[src/rtl/aes_req_arbiter.sv]
// rtl/aes_req_arbiter.sv - two-requester round-robin front end for a fixed-latency AES core
module aes_req_arbiter #(
    parameter int unsigned LATENCY = 10
) (
    input  logic         clk,
    input  logic         rst_n,
    input  logic         req0_valid,
    input  logic [127:0] req0_data,
    output logic         req0_ready,
    input  logic         req1_valid,
    input  logic [127:0] req1_data,
    output logic         req1_ready,
    output logic [127:0] core_in,
    input  logic [127:0] core_out,
    output logic         rsp_valid,
    output logic [127:0] rsp_data,
    output logic         rsp_id,
    input  logic         rsp_ready,
    output logic         busy
);

    typedef enum logic [1:0] {
        IDLE,
        RUN,
        DONE
    } state_t;

    localparam logic [7:0] LAST_CNT = 8'(LATENCY - 1);

    state_t     state;
    state_t     state_nxt;
    logic [7:0] cnt;
    logic       last_grant;
    logic       grant;
    logic       accept;
    logic       cnt_done;

    // On a tie the requester that did not win last time goes next.
    always_comb begin
        grant = 1'b0;
        if (req0_valid && req1_valid) begin
            grant = ~last_grant;
        end else if (req1_valid) begin
            grant = 1'b1;
        end
    end

    // Gated by rst_n so neither requester sees a handshake while reset is held.
    assign accept     = rst_n && (state == IDLE) && (req0_valid || req1_valid);
    assign req0_ready = accept && !grant;
    assign req1_ready = accept && grant;
    assign cnt_done   = (cnt == LAST_CNT);

    assign rsp_valid  = (state == DONE);
    assign busy       = (state != IDLE);

    always_comb begin
        state_nxt = state;
        case (state)
            IDLE:    if (accept)    state_nxt = RUN;
            RUN:     if (cnt_done)  state_nxt = DONE;
            DONE:    if (rsp_ready) state_nxt = IDLE;
            default:                state_nxt = IDLE;
        endcase
    end

    always_ff @(posedge clk or negedge rst_n) begin
        if (!rst_n) begin
            state <= IDLE;
        end else begin
            state <= state_nxt;
        end
    end

    // core_in is only written on accept so the core input is frozen for the whole flight.
    always_ff @(posedge clk or negedge rst_n) begin
        if (!rst_n) begin
            cnt        <= 8'd0;
            core_in    <= '0;
            rsp_data   <= '0;
            rsp_id     <= 1'b0;
            last_grant <= 1'b1;
        end else if (accept) begin
            core_in    <= grant ? req1_data : req0_data;
            rsp_id     <= grant;
            last_grant <= grant;
            cnt        <= 8'd0;
        end else if (state == RUN) begin
            cnt <= cnt + 8'd1;
            if (cnt_done) begin
                rsp_data <= core_out;
            end
        end
    end

endmodule
[config.mk]
export PLATFORM = sky130hd
export DESIGN_NAME = aes_req_arbiter
export DESIGN_NICKNAME = d
export VERILOG_FILES = /design/src/rtl/aes_req_arbiter.sv
export SDC_FILE = /design/constraint.sdc
export NUM_CORES = 1
export LEC_CHECK = 0
export CORE_AREA = 2 2 255 257
export CTS_CLUSTER_DIAMETER = 30
export CTS_CLUSTER_SIZE = 24
export DETAILED_ROUTE_END_ITERATION = 8
export DIE_AREA = 0 0 257 259
export PLACE_DENSITY = 0.46
export SLEW_MARGIN = 0
export SYNTH_ARGS = -nofsm -noshare
export SYNTH_HDL_FRONTEND = slang
export SYNTH_SLANG_ARGS = --single-unit
[constraint.sdc]
create_clock -name clk -period 2.45 [get_ports clk]
set_clock_uncertainty 0.05 [all_clocks]
set_input_delay 0.49 -clock clk [delete_from_list [all_inputs] [get_ports clk]]
set_output_delay 0.49 -clock clk [all_outputs]
set_load 0.01 [all_outputs]
==> Flow_metrics.wiki <==
{| class="wikitable"
! Metric !! Value
|-
| Run status || completed
|-
| Number of port buffers || 649
|-
| Element type at the critical path end || primary output
|-
| Post-synthesis net count || 1,170
|-
| Number of antenna violations at the first check in global routing || 2
|-
| Synth Instances || 779
|-
| Final Setup Violations || 0
|-
| Maximum single-stage delay on the critical path || 0.40 ns
|-
| Buffer levels on the longest clock path || 3
|-
| Total overflow reported by the global router || 0
|-
| Hold Fails Final Rpt || 0
|-
| CP Max Fanout || 3
|-
| Worst slew slack as a fraction of its limit || 50.63%
|-
| Number of maximum-capacitance constraint violations || 0
|-
| CP cell instances || nor3b_4 > and3_4 > dlygate4sd2_1
|-
| Remaining design rule violation count || 0
|-
| Number of buffers created by CTS || 84
|-
| Number of distinct library cell variants in the gate-level netlist after synthesis || 34
|-
| Max Freq || 0.4266 GHz
|-
| Time the worst path needs with I/O delays and setup || around 2.3 ns
|-
| Sequential cell area in the final layout || 6708 um^2
|-
| Fin Hold WS || 0.02750 ns
|-
| Leakage power total || 8.873 nW
|-
| Sequential area share after synthesis || 60.20%
|-
| Root buffer cell || sky130_fd_sc_hd__clkbuf_16
|-
| Slowest library cell on the worst path || sky130_fd_sc_hd__dfrtp_1
|-
| Share of synthesized cell area in and, or, nand and nor gates || 1.797%
|-
| Kind of launch point of the worst setup path || flop
|-
| Nets@finish || 1,863
|-
| Startpoint-to-endpoint class of the critical path || reg2out
|-
| Placer congestion estimate || approximately 0.8
|-
| Wire length of the first global-routing pass || 70,270 um
|-
| Clock latency reported for the late side of the worst-skew pair || 0.58 ns
|-
| Clock transition at the register clock pins on the worst setup and hold paths after CTS || 0.04 ns
|-
| Total GRT Usage || between 10% and 20%
|-
| Synthesized-area fraction occupied by ao, oa, aoi and oai cells || between 20% and 30%
|-
| Worst voltage drop across the vdd grid || approximately 0.67 mV
|-
| Detail Placement HPWL || approximately 34,000 um
|-
| Placeable core region || approximately 64,000 um^2
|-
| Total of flip-flops plus latches after synthesis || 268
|-
| Detailed-router iteration count before antenna repair || 4
|-
| Floorplan die area || 66,560 um^2
|-
| Wire length reported by the detailed router || around 47,000 um
|-
| Share of layout cells above drive strength 1 || between 20% and 30%
|-
| Power per cell area || 1350 nW/um^2
|-
| End-of-flow core utilization || 34.00%
|-
| Total of hold buffers inserted after clock tree synthesis || 0
|-
| Setup Total Neg Slack || 0 ns
|-
| Multi-input gate area in the final layout || 4033 um^2
|-
| Initial standard-cell utilization of the core || 17.44%
|-
| Routed vias/inst || 4.127
|-
| Number of instances in the placed design || 2,240
|-
| Number of warning messages in the yosys log || 0
|-
| Height of the chip || about 260 um
|-
| CTS Sinks || 268
|-
| Wire length per cell after detailed routing || around 20 um
|-
| H-Tree Depth || 3
|-
| Setup repair after global routing missed its margin || no
|-
| FP Rows || 93
|-
| Arrival time at the worst endpoint || 1.80 ns
|-
| Width of the die || 257 um
|-
| Netlist area before placement || roughly 11,000 um^2
|-
| Mean cell area of the mapped netlist || 14.30 um^2
|-
| Ports placed on the boundary || 650
|-
| Number of antenna-violating nets in the routed design || 0
|-
| Most common cell after layout, fill and taps aside || sky130_fd_sc_hd__clkdlybuf4s50_1
|-
| Via count of the first global-routing pass || 10,943
|-
| Multiplexer share of the synthesized area || 13.02%
|-
| Ratio of final minimum period to clock period || 95.68%
|-
| Worst min-delay path class || in2async
|-
| Number of filler instances in the final layout || 6,216
|-
| Overall via count from detail_route || 9,879
|-
| Area share of fa/ha/maj cells after synthesis || 0.2246%
|-
| Required time worst endpoint || roughly 1.9 ns
|-
| Main combinational cell family by area after synthesis || compound AO/OA/AOI/OAI gates
|-
| Pin count of the biggest net entering global routing || 110
|-
| Total Power Consumption || between 20 and 30 mW
|-
| Commonest cells after routing, fill and taps aside || sky130_fd_sc_hd__clkdlybuf4s50_1, sky130_fd_sc_hd__dfrtp_1, sky130_fd_sc_hd__a21boi_0, sky130_fd_sc_hd__a221o_1, sky130_fd_sc_hd__mux2_2
|-
| Slew @ Worst Pin || 0.7406 ns
|-
| Final Non-Filler Cells || 2,394
|-
| TritonCTS clock tree || done
|-
| XOR/XNOR share of the synthesized area || 0.07860%
|-
| Drt first-iter violations || 469
|-
| P&R area growth vs syn || 94.92%
|-
| Final Max Tran Viols || 0
|}
[through the flow]
| stage | setup WS, ns | area [um^2] |
|---|---|---|
| 5_1_grt | 0.001270 | 21720 |
| 2_1_floorplan | 0.6024 | 11140 |
| 4_1_cts | -0.004589 | 21720 |
| 6_report | 0.1059 | 21720 |
| 3_3_place_gp | 0.02549 | 18710 |
| 3_5_place_dp | 0.02556 | 18710 |
[logic make-up after synthesis]
logic type | after synthesis
compound gates | 272
xor+xnor | 1
fa+ha+maj | 2
buf+inv | 76
flops | 268
mux | 129
simple gates | 31
[metal layers]
metal / vias to the layer above / GRT usage [%] / wire (um)
li1: 4427 / - / -
met1: 4906 / 14.77 / 17270
met2: 473 / 24.52 / 24480
met3: 71 / 5.673 / 4590
met4: 2 / 5.313 / 1078
met5: - / 0 / 17
[cells in the mapped netlist]
cell                       count  area [um^2]
sky130_fd_sc_hd__or3b_2        1        8.760
sky130_fd_sc_hd__nand2b_1      3        18.77
sky130_fd_sc_hd__nor4_1        1        6.260
sky130_fd_sc_hd__nor3_1        1        5.000
sky130_fd_sc_hd__and3_1        2        12.51
sky130_fd_sc_hd__inv_1         3        11.26
sky130_fd_sc_hd__nand3_1       2        10.01
sky130_fd_sc_hd__nor3b_4       1        18.77
sky130_fd_sc_hd__clkbuf_1     19        71.32
sky130_fd_sc_hd__o22ai_1       1        6.260
sky130_fd_sc_hd__nand3b_1      1        7.510
sky130_fd_sc_hd__o31ai_1       1        7.510
sky130_fd_sc_hd__and4bb_1      1        12.51
sky130_fd_sc_hd__a21o_1        1        7.510
sky130_fd_sc_hd__mux2_2      128         1441
sky130_fd_sc_hd__a221o_1     128         1281
sky130_fd_sc_hd__o21ai_0       5        25.02
sky130_fd_sc_hd__dfstp_2       1        26.28
sky130_fd_sc_hd__dfrtp_1     267         6681
sky130_fd_sc_hd__or2_2         3        18.77
sky130_fd_sc_hd__a21boi_0    128        960.9
sky130_fd_sc_hd__buf_2        44        220.2
sky130_fd_sc_hd__a21oi_1       6        30.03
sky130_fd_sc_hd__nor2b_1       1        6.260
sky130_fd_sc_hd__mux2i_1       1        10.01
sky130_fd_sc_hd__nand4b_1      3        26.28
sky130_fd_sc_hd__nand2_1       3        11.26
sky130_fd_sc_hd__xor2_1        1        8.760
sky130_fd_sc_hd__nor2_1        5        18.77
sky130_fd_sc_hd__o211ai_1      1        7.510
sky130_fd_sc_hd__ha_1          2        25.02
sky130_fd_sc_hd__buf_6        10        112.6
sky130_fd_sc_hd__or3_1         3        18.77
sky130_fd_sc_hd__o221ai_1      1        8.760
[path summary, 6_finish.rpt]
path | startpoint | end | slack, ns | cells past startpoint
worst min register to register | rsp_id | rsp_id | 0.43 | 2
worst max-delay path | state[1] | req1_ready | 0.11 | 3
min in group clk | rsp_id | rsp_id | 0.43 | 2
max in group asynchronous | rst_n | core_in[109] | 1.28 | 4
worst min-delay path | rst_n | rsp_data[59] | 0.03 | 3
worst max register to register | cnt[1] | rsp_data[7] | 0.35 | 7
[report_power, final]
group	switching, mW	total (mW)	internal, mW
Sequential	1.19	7.79	6.60
Clock	3.17	11.4	8.19
Combinational	3.92	10.2	6.24
Total	8.29	29.3	21.0
[critical path: cells and delay by family (launching register included)]
family,cells,cell delay (ns)
and+or+nand+nor,2,0.53
DFF,1,0.40
buffers and inverters,1,0.30
[timing repair]
item / CTS / global route
cloned: 0 / 0
endpoints found under the setup margin: 4 / 1
buffers inserted: 1 / 0
gates resized for setup: 8 / 0
pin swaps: 2 / 1
[sequential cells by signal, indices dropped and copies added (netlist names)]
| register | flops |
|---|---|
| state | 2 |
| last_grant | 1 |
| cnt | 8 |
| core_in | 128 |
| rsp_data | 128 |
| rsp_id | 1 |
[final cells by class]
cell class | instances | area share [%]
diodes | 1 | 0.01152
clock buffers | 110 | 10.87
clock inverters | 42 | 2.967
inverters | 3 | 0.05184
multi-input cells | 435 | 18.57
flip-flops and latches | 268 | 30.88
well taps | 855 | 4.925
repair buffers | 680 | 31.73
Power figures use the tool's default switching activity.
